## config.mk

```make
export PLATFORM = sky130hd
export DESIGN_NAME = pipe_hazard_ctrl
export DESIGN_NICKNAME = d
export VERILOG_FILES = /design/src/rtl/pipe_ctrl_pkg.sv /design/src/rtl/load_use_detect.sv /design/src/rtl/pipe_hazard_ctrl.sv
export SDC_FILE = /design/constraint.sdc
export NUM_CORES = 1
export LEC_CHECK = 0
export ABC_AREA = 1
export ABC_CLOCK_PERIOD_IN_PS = 4800
export BUFFER_PORTS_ARGS = -buffer_cell sky130_fd_sc_hd__buf_4
export CORE_ASPECT_RATIO = 0.5
export CORE_UTILIZATION = 25
export DETAILED_ROUTE_END_ITERATION = 7
export PLACE_DENSITY = 0.54
export SETUP_SLACK_MARGIN = 0.4
export SYNTH_ARGS = -nofsm -noshare
export SYNTH_HDL_FRONTEND = slang
export SYNTH_SLANG_ARGS = --single-unit
```

## constraint.sdc

```tcl
create_clock -name clk -period 4.8 [get_ports clk]
set_input_delay 1.44 -clock clk [delete_from_list [all_inputs] [get_ports clk]]
set_output_delay 1.44 -clock clk [all_outputs]
set_load 0.005 [all_outputs]
```

## src/rtl/pipe_ctrl_pkg.sv

```systemverilog
// Shared types and constants for the pipeline hazard controller.
// Optional performance counters are enabled with the PIPE_HAZARD_PERF_EN macro
// (see pipe_hazard_ctrl.sv).
package pipe_ctrl_pkg;

    // Architectural register index width.
    localparam int REG_W = 5;

    // PC value loaded when an exception redirect is taken.
    localparam logic [31:0] EXC_VECTOR = 32'h0000_0008;

    // Sequencer states; the encoding is visible on busy_state.
    typedef enum logic [2:0] {
        RUN          = 3'd0,
        MEM_WAIT     = 3'd1,
        EXC_FLUSH    = 3'd2,
        EXC_REDIRECT = 3'd3,
        STEP_HOLD    = 3'd4
    } pipe_state_e;

    // Saturating 8-bit increment used by the memory-wait counter.
    function automatic logic [7:0] sat_inc8(input logic [7:0] v);
        return (v == 8'hFF) ? 8'hFF : v + 8'd1;
    endfunction

endpackage

```

## src/rtl/load_use_detect.sv

```systemverilog
// Combinational load-use hazard comparator. Flags when the instruction in ID
// reads a register that a load in EX has not produced yet. The store-data
// path (rt of a sw) is exempt when the forwarding network can supply it.
module load_use_detect
    import pipe_ctrl_pkg::*;
(
    input  logic             ex_is_load,
    input  logic             ex_writes_rf,
    input  logic [REG_W-1:0] ex_rd,
    input  logic [REG_W-1:0] id_rs,
    input  logic [REG_W-1:0] id_rt,
    input  logic             id_uses_rs,
    input  logic             id_uses_rt,
    input  logic             id_rt_fwd_ok,
    output logic             lu
);

    logic ex_producer;
    logic rs_hit;
    logic rt_hit;

    // A load writing a real register ($0 is never a hazard) matched by either source.
    always_comb begin
        ex_producer = ex_is_load && ex_writes_rf && (ex_rd != '0);
        rs_hit      = id_uses_rs && (id_rs == ex_rd);
        rt_hit      = id_uses_rt && (id_rt == ex_rd) && !id_rt_fwd_ok;
        lu          = ex_producer && (rs_hit || rt_hit);
    end

endmodule

```

## src/rtl/pipe_hazard_ctrl.sv

```systemverilog
// Central stall/flush sequencer for the 5-stage pipeline.
// Produces the per-stage enables and bubble/flush strobes, sequences
// exception flush + redirect, holds the pipe during memory waits and
// supports debug single-step. Control outputs are decoded combinationally
// from the registered state and the current hazard inputs so that a
// stall or flush takes effect in the cycle it is detected.
// Optional feature: define PIPE_HAZARD_PERF_EN to add saturating
// performance counters perf_lu_stalls, perf_mem_wait and perf_flushes.
module pipe_hazard_ctrl
    import pipe_ctrl_pkg::*;
#(
    parameter int EXC_FLUSH_CYCLES = 2,
    parameter int MEM_TIMEOUT      = 255
`ifdef PIPE_HAZARD_PERF_EN
    ,
    parameter int PERF_W           = 16
`endif
)
(
    input  logic             clk,
    input  logic             rst,
    input  logic             step_mode,
    input  logic             step_pulse,
    input  logic [REG_W-1:0] id_rs,
    input  logic [REG_W-1:0] id_rt,
    input  logic             id_usesRs,
    input  logic             id_usesRt,
    input  logic             id_swSignalAndLastRtEqualCurrentRt,
    input  logic             ex_memOutOrAluOutWriteBackToRegFile,
    input  logic             ex_ifWriteRegsFile,
    input  logic [REG_W-1:0] ex_registerWriteAddress,
    input  logic             id_shouldJumpOrBranch,
    input  logic             ex_undefined,
    input  logic             mem_busy,
    output logic             cpu_en,
    output logic             pc_en,
    output logic             ifid_en,
    output logic             ifid_flush,
    output logic             id_shouldStall,
    output logic             exceptClear,
    output logic             pc_sel_exc,
    output logic             mem_timeout,
    output logic [2:0]       busy_state
`ifdef PIPE_HAZARD_PERF_EN
    ,
    output logic [PERF_W-1:0] perf_lu_stalls,
    output logic [PERF_W-1:0] perf_mem_wait,
    output logic [PERF_W-1:0] perf_flushes
`endif
);

    localparam logic [2:0] FLUSH_LOAD  = 3'(EXC_FLUSH_CYCLES - 1);
    localparam logic [7:0] TIMEOUT_CNT = 8'(MEM_TIMEOUT);

    pipe_state_e state_q, state_d;
    logic [2:0]  flush_cnt_q, flush_cnt_d;
    logic [7:0]  wait_cnt_q, wait_cnt_d;
    logic        mem_timeout_q, mem_timeout_d;
    logic        lu;
    logic        run_decide;

    load_use_detect u_lu (
        .ex_is_load   (ex_memOutOrAluOutWriteBackToRegFile),
        .ex_writes_rf (ex_ifWriteRegsFile),
        .ex_rd        (ex_registerWriteAddress),
        .id_rs        (id_rs),
        .id_rt        (id_rt),
        .id_uses_rs   (id_usesRs),
        .id_uses_rt   (id_usesRt),
        .id_rt_fwd_ok (id_swSignalAndLastRtEqualCurrentRt),
        .lu           (lu)
    );

    // Next-state, counter updates and per-stage control decode.
    always_comb begin
        state_d        = state_q;
        flush_cnt_d    = flush_cnt_q;
        wait_cnt_d     = wait_cnt_q;
        run_decide     = 1'b0;
        cpu_en         = 1'b1;
        pc_en          = 1'b1;
        ifid_en        = 1'b1;
        ifid_flush     = 1'b0;
        id_shouldStall = 1'b0;
        exceptClear    = 1'b0;
        pc_sel_exc     = 1'b0;

        case (state_q)
            RUN: begin
                // Entering single-step freezes the pipe immediately.
                if (step_mode && !step_pulse) begin
                    cpu_en  = 1'b0;
                    state_d = STEP_HOLD;
                end else begin
                    run_decide = 1'b1;
                end
            end
            MEM_WAIT: begin
                if (mem_busy) begin
                    cpu_en     = 1'b0;
                    wait_cnt_d = sat_inc8(wait_cnt_q);
                end else begin
                    // Exit cycle: pipe advances and makes normal RUN decisions.
                    wait_cnt_d = 8'd0;
                    state_d    = RUN;
                    run_decide = 1'b1;
                end
            end
            EXC_FLUSH: begin
                exceptClear = 1'b1;
                ifid_flush  = 1'b1;
                pc_en       = 1'b0;
                if (mem_busy) begin
                    // Memory stall freezes the flush sequence in place.
                    cpu_en = 1'b0;
                end else if (flush_cnt_q <= 3'd1) begin
                    flush_cnt_d = 3'd0;
                    state_d     = EXC_REDIRECT;
                end else begin
                    flush_cnt_d = flush_cnt_q - 3'd1;
                end
            end
            EXC_REDIRECT: begin
                pc_sel_exc = 1'b1;
                pc_en      = 1'b1;
                ifid_flush = 1'b1;
                state_d    = RUN;
            end
            STEP_HOLD: begin
                if (step_pulse) begin
                    run_decide = 1'b1;
                end else begin
                    cpu_en = 1'b0;
                    if (!step_mode) begin
                        state_d = RUN;
                    end
                end
            end
            default: begin
                state_d = RUN;
            end
        endcase

        // RUN-equivalent decision: exception > mem_busy > load-use > branch.
        if (run_decide) begin
            if (ex_undefined) begin
                exceptClear = 1'b1;
                ifid_flush  = 1'b1;
                pc_en       = 1'b0;
                if (EXC_FLUSH_CYCLES <= 1) begin
                    state_d = EXC_REDIRECT;
                end else begin
                    state_d     = EXC_FLUSH;
                    flush_cnt_d = FLUSH_LOAD;
                end
            end else if (mem_busy) begin
                cpu_en     = 1'b0;
                state_d    = MEM_WAIT;
                wait_cnt_d = 8'd1;
            end else if (lu) begin
                pc_en          = 1'b0;
                ifid_en        = 1'b0;
                id_shouldStall = 1'b1;
            end else if (id_shouldJumpOrBranch) begin
                ifid_flush = 1'b1;
            end
        end

        // A step pulse taken with step_mode already dropped releases the hold.
        if (state_d == STEP_HOLD && !step_mode) begin
            state_d = RUN;
        end

        mem_timeout_d = mem_timeout_q || (wait_cnt_d >= TIMEOUT_CNT);

        // Reset forces NOPs into every downstream register.
        if (rst) begin
            cpu_en         = 1'b1;
            pc_en          = 1'b0;
            ifid_en        = 1'b0;
            ifid_flush     = 1'b1;
            id_shouldStall = 1'b1;
            exceptClear    = 1'b1;
            pc_sel_exc     = 1'b0;
        end
    end

    // State, counters and sticky timeout flag.
    always_ff @(posedge clk) begin
        if (rst) begin
            state_q       <= RUN;
            flush_cnt_q   <= 3'd0;
            wait_cnt_q    <= 8'd0;
            mem_timeout_q <= 1'b0;
        end else begin
            state_q       <= state_d;
            flush_cnt_q   <= flush_cnt_d;
            wait_cnt_q    <= wait_cnt_d;
            mem_timeout_q <= mem_timeout_d;
        end
    end

    assign mem_timeout = mem_timeout_q;
    assign busy_state  = state_q;

`ifdef PIPE_HAZARD_PERF_EN
    logic [PERF_W-1:0] perf_lu_q, perf_lu_d;
    logic [PERF_W-1:0] perf_mw_q, perf_mw_d;
    logic [PERF_W-1:0] perf_fl_q, perf_fl_d;
    logic              exc_accept;

    // Saturating event counters; an exception is accepted when exceptClear
    // rises outside the flush state.
    always_comb begin
        exc_accept = exceptClear && !rst && (state_q != EXC_FLUSH);
        perf_lu_d  = perf_lu_q;
        perf_mw_d  = perf_mw_q;
        perf_fl_d  = perf_fl_q;
        if (id_shouldStall && !rst && perf_lu_q != '1) begin
            perf_lu_d = perf_lu_q + 1'b1;
        end
        if (state_q == MEM_WAIT && perf_mw_q != '1) begin
            perf_mw_d = perf_mw_q + 1'b1;
        end
        if (exc_accept && perf_fl_q != '1) begin
            perf_fl_d = perf_fl_q + 1'b1;
        end
    end

    // Performance counter registers.
    always_ff @(posedge clk) begin
        if (rst) begin
            perf_lu_q <= '0;
            perf_mw_q <= '0;
            perf_fl_q <= '0;
        end else begin
            perf_lu_q <= perf_lu_d;
            perf_mw_q <= perf_mw_d;
            perf_fl_q <= perf_fl_d;
        end
    end

    assign perf_lu_stalls = perf_lu_q;
    assign perf_mem_wait  = perf_mw_q;
    assign perf_flushes   = perf_fl_q;
`endif

endmodule

```

==> results.sh <==
export IMPL_post_cts_buffers=0
export IMPL_syn_area_um2=1260
export IMPL_grt_pass1_wl_um=5460
export IMPL_clock_skew_ns=0.00285
export IMPL_numPortBuffers=37
export IMPL_final_common_cell="nand2_1"
export IMPL_setup_tns_final_ns=0
export IMPL_max_slew_margin=0.805
export IMPL_rsz0062_at_grt="false"
export IMPL_grt_max_degree=11
export IMPL_grt_overflow_total=0
export IMPL_rr_startpoint="wait_cnt_q[0]$_SDFF_PP0_"
export IMPL_power_leakage_nw=0.851
export IMPL_cts_num_sinks=15
export IMPL_seq_area_um2=300
export IMPL_tightest_slew_ns=0.292
export IMPL_arrival_ns=2.70
export IMPL_root_buffer="clkbuf_8"
export IMPL_hold_path_class="flop to flop"
export IMPL_synth_seq_area_share=0.239
export IMPL_numCtsBuffers=3
export IMPL_drcViolationCount=0
export IMPL_ant_nets=0
export IMPL_avgSynthCellArea_um2=5.76
export IMPL_min_path_cells=2
export IMPL_dieArea_um2=5330
export IMPL_gp_congestion=0.902
export IMPL_reg2reg_depth=11
export IMPL_via_per_inst=4.34
export IMPL_met2_length_um=1350
export IMPL_clk_pin_slew_ns=0.06
export IMPL_holdBufCountCts=0
export IMPL_htree_levels=1
export IMPL_met3WireLength_um=176
export IMPL_setup_violations=0
export IMPL_clock_path_buffers=2
export IMPL_hold_slack_ns=0.469
export IMPL_die_width_um=102
export IMPL_yosysUniqueCellTypes=26
export IMPL_min_period_over_period=0.863
export IMPL_core_area_um2=4620
export IMPL_drtIter0Drc=103
export IMPL_crit_slowest_cell="nor2_1"
export IMPL_final_area_um2=1660
export IMPL_wire_per_inst_um=9.99
export IMPL_dpl_cell_area_um2=1610
export IMPL_fmax_ghz=0.241
export IMPL_hpwl_um=2620
export IMPL_cp_max_fo=6
export IMPL_grt_use_total=0.134
export IMPL_initial_utilization=0.272
export IMPL_finalWorstPathRequiredPeriod_ns=4.14
export IMPL_antenna_found_initial=0
export IMPL_maxUsedRoutingLayer="met4"
export IMPL_routed_wl_um=3240
export IMPL_synth_warnings=0
export IMPL_maxCapViolations=0
export IMPL_num_antenna_cells=0
export IMPL_slew_viol_final=0
export IMPL_tritoncts="yes"
export IMPL_cts_resized=0
export IMPL_cp_required_ns=3.36
export IMPL_final_cell_mix="63 x nand2_1, 38 x inv_1, 37 x buf_4, 29 x nor2_1"
export IMPL_n_fill_cell=517
export IMPL_status="finished clean"
export IMPL_cp_startpoint="mem_busy"
export IMPL_die_y_um=52.1
export IMPL_area_delta_synth_final_pct=32.1
export IMPL_crit_chain="buf_4, inv_2, nand3_2, nand2_2, inv_2, nor2_1, nor2_2, inv_1, nor2_1, nand2_1, inv_1, buf_4"
export IMPL_vias=1405
export IMPL_crit_type="input pin to output port"
export IMPL_clock_latency_ns=0.25
export IMPL_nets=289
export IMPL_hold_viol=0
export IMPL_powerDensity_nw_per_um2=209
export IMPL_syn_inst=218
export IMPL_crit_path_end_kind="output port"
export IMPL_ir_drop_uv=117
export IMPL_worstHoldStart="mem_timeout$_SDFF_PP0_"
export IMPL_drive_gt1_frac=0.225
export IMPL_slowest_delay_ns=0.23
export IMPL_first_global_vias=1271
export IMPL_drt_pass1_iterations=4
export IMPL_ys_seq_elements=15
export IMPL_rows=17
export IMPL_io_pins=38
export IMPL_multiInputGateArea_um2=796
export IMPL_start_kind="input pin"
export IMPL_wl_met1_um=1680
export IMPL_syn_nets=248
stage by stage:
step	utilization	cells	setup slack, ns	power [mW]
after floorplan	-	218	1.11	0.200
after global placement	0.349	320	0.750	0.244
after detailed placement	0.349	320	0.660	0.245
after CTS	0.359	324	0.656	0.351
after global routing	0.359	324	0.531	0.371
final	0.359	324	0.657	0.347
layer usage:
layer,global-route usage,vias up
met5,0,-
met1,0.171,605
met2,0.225,37
met3,0.0269,2
met4,0.0500,0
li1,-,761
cells by family (layout without fill, tap and decap cells):
| logic type | after synthesis | count (layout) | synth area share |
|---|---|---|---|
| AO/OA/AOI/OAI | 22 | 22 | 0.105 |
| XOR/XNOR | 4 | 4 | 0.0279 |
| buffers and inverters | 42 | 82 | 0.127 |
| AND/OR/NAND/NOR | 132 | 132 | 0.471 |
| adder cells (fa/ha/maj) | 3 | 3 | 0.0299 |
| flip-flops | 15 | 15 | 0.239 |
report_power, final:
part / leakage, nW / switching (mW) / internal (mW)
Clock: 0.0255 / 0.0473 / 0.0575
Sequential: 0.122 / 0.00718 / 0.130
Combinational: 0.703 / 0.0579 / 0.0466
Total: 0.851 / 0.112 / 0.234
critical path: cells and delay by family:
family | cells | cell delay (ns)
AND/OR/NAND/NOR | 6 | 0.70
buffers and inverters | 6 | 0.56
cells in the mapped netlist (all sizes together):
| master | number | area share |
|---|---|---|
| a211oi | 1 | 0.0060 |
| a21oi | 10 | 0.040 |
| a221oi | 1 | 0.012 |
| a31oi | 1 | 0.0050 |
| and3 | 1 | 0.0050 |
| clkbuf | 1 | 0.0030 |
| dfxtp | 15 | 0.24 |
| ha | 3 | 0.030 |
| inv | 41 | 0.12 |
| nand2 | 68 | 0.22 |
| nand3 | 16 | 0.068 |
| nand4 | 4 | 0.020 |
| nor2 | 36 | 0.13 |
| nor3 | 7 | 0.028 |
| o211ai | 1 | 0.0060 |
| o21ai | 5 | 0.020 |
| o22ai | 2 | 0.010 |
| o31ai | 1 | 0.0060 |
| xor2 | 4 | 0.028 |
final cells by class:
| class | instances | share of cell area |
|---|---|---|
| clock inverters | 1 | 0.00302 |
| multi-input cells | 161 | 0.480 |
| inverters | 41 | 0.0943 |
| well taps | 66 | 0.0498 |
| repair buffers | 37 | 0.167 |
| clock buffers | 3 | 0.0249 |
| flip-flops and latches | 15 | 0.181 |
final timing paths:
check,to,slack (ns)
max,pc_en,0.66
min,mem_timeout$_SDFF_PP0_,0.47
max reg2reg,mem_timeout$_SDFF_PP0_,3.04
min reg2reg,mem_timeout$_SDFF_PP0_,0.47
state kept, by name, indices dropped and copies added (netlist names):
name / flops
busy_state: 3
flush_cnt_q: 3
mem_timeout: 1
wait_cnt_q: 8
Note: power is estimated with default switching activity, not from simulation.
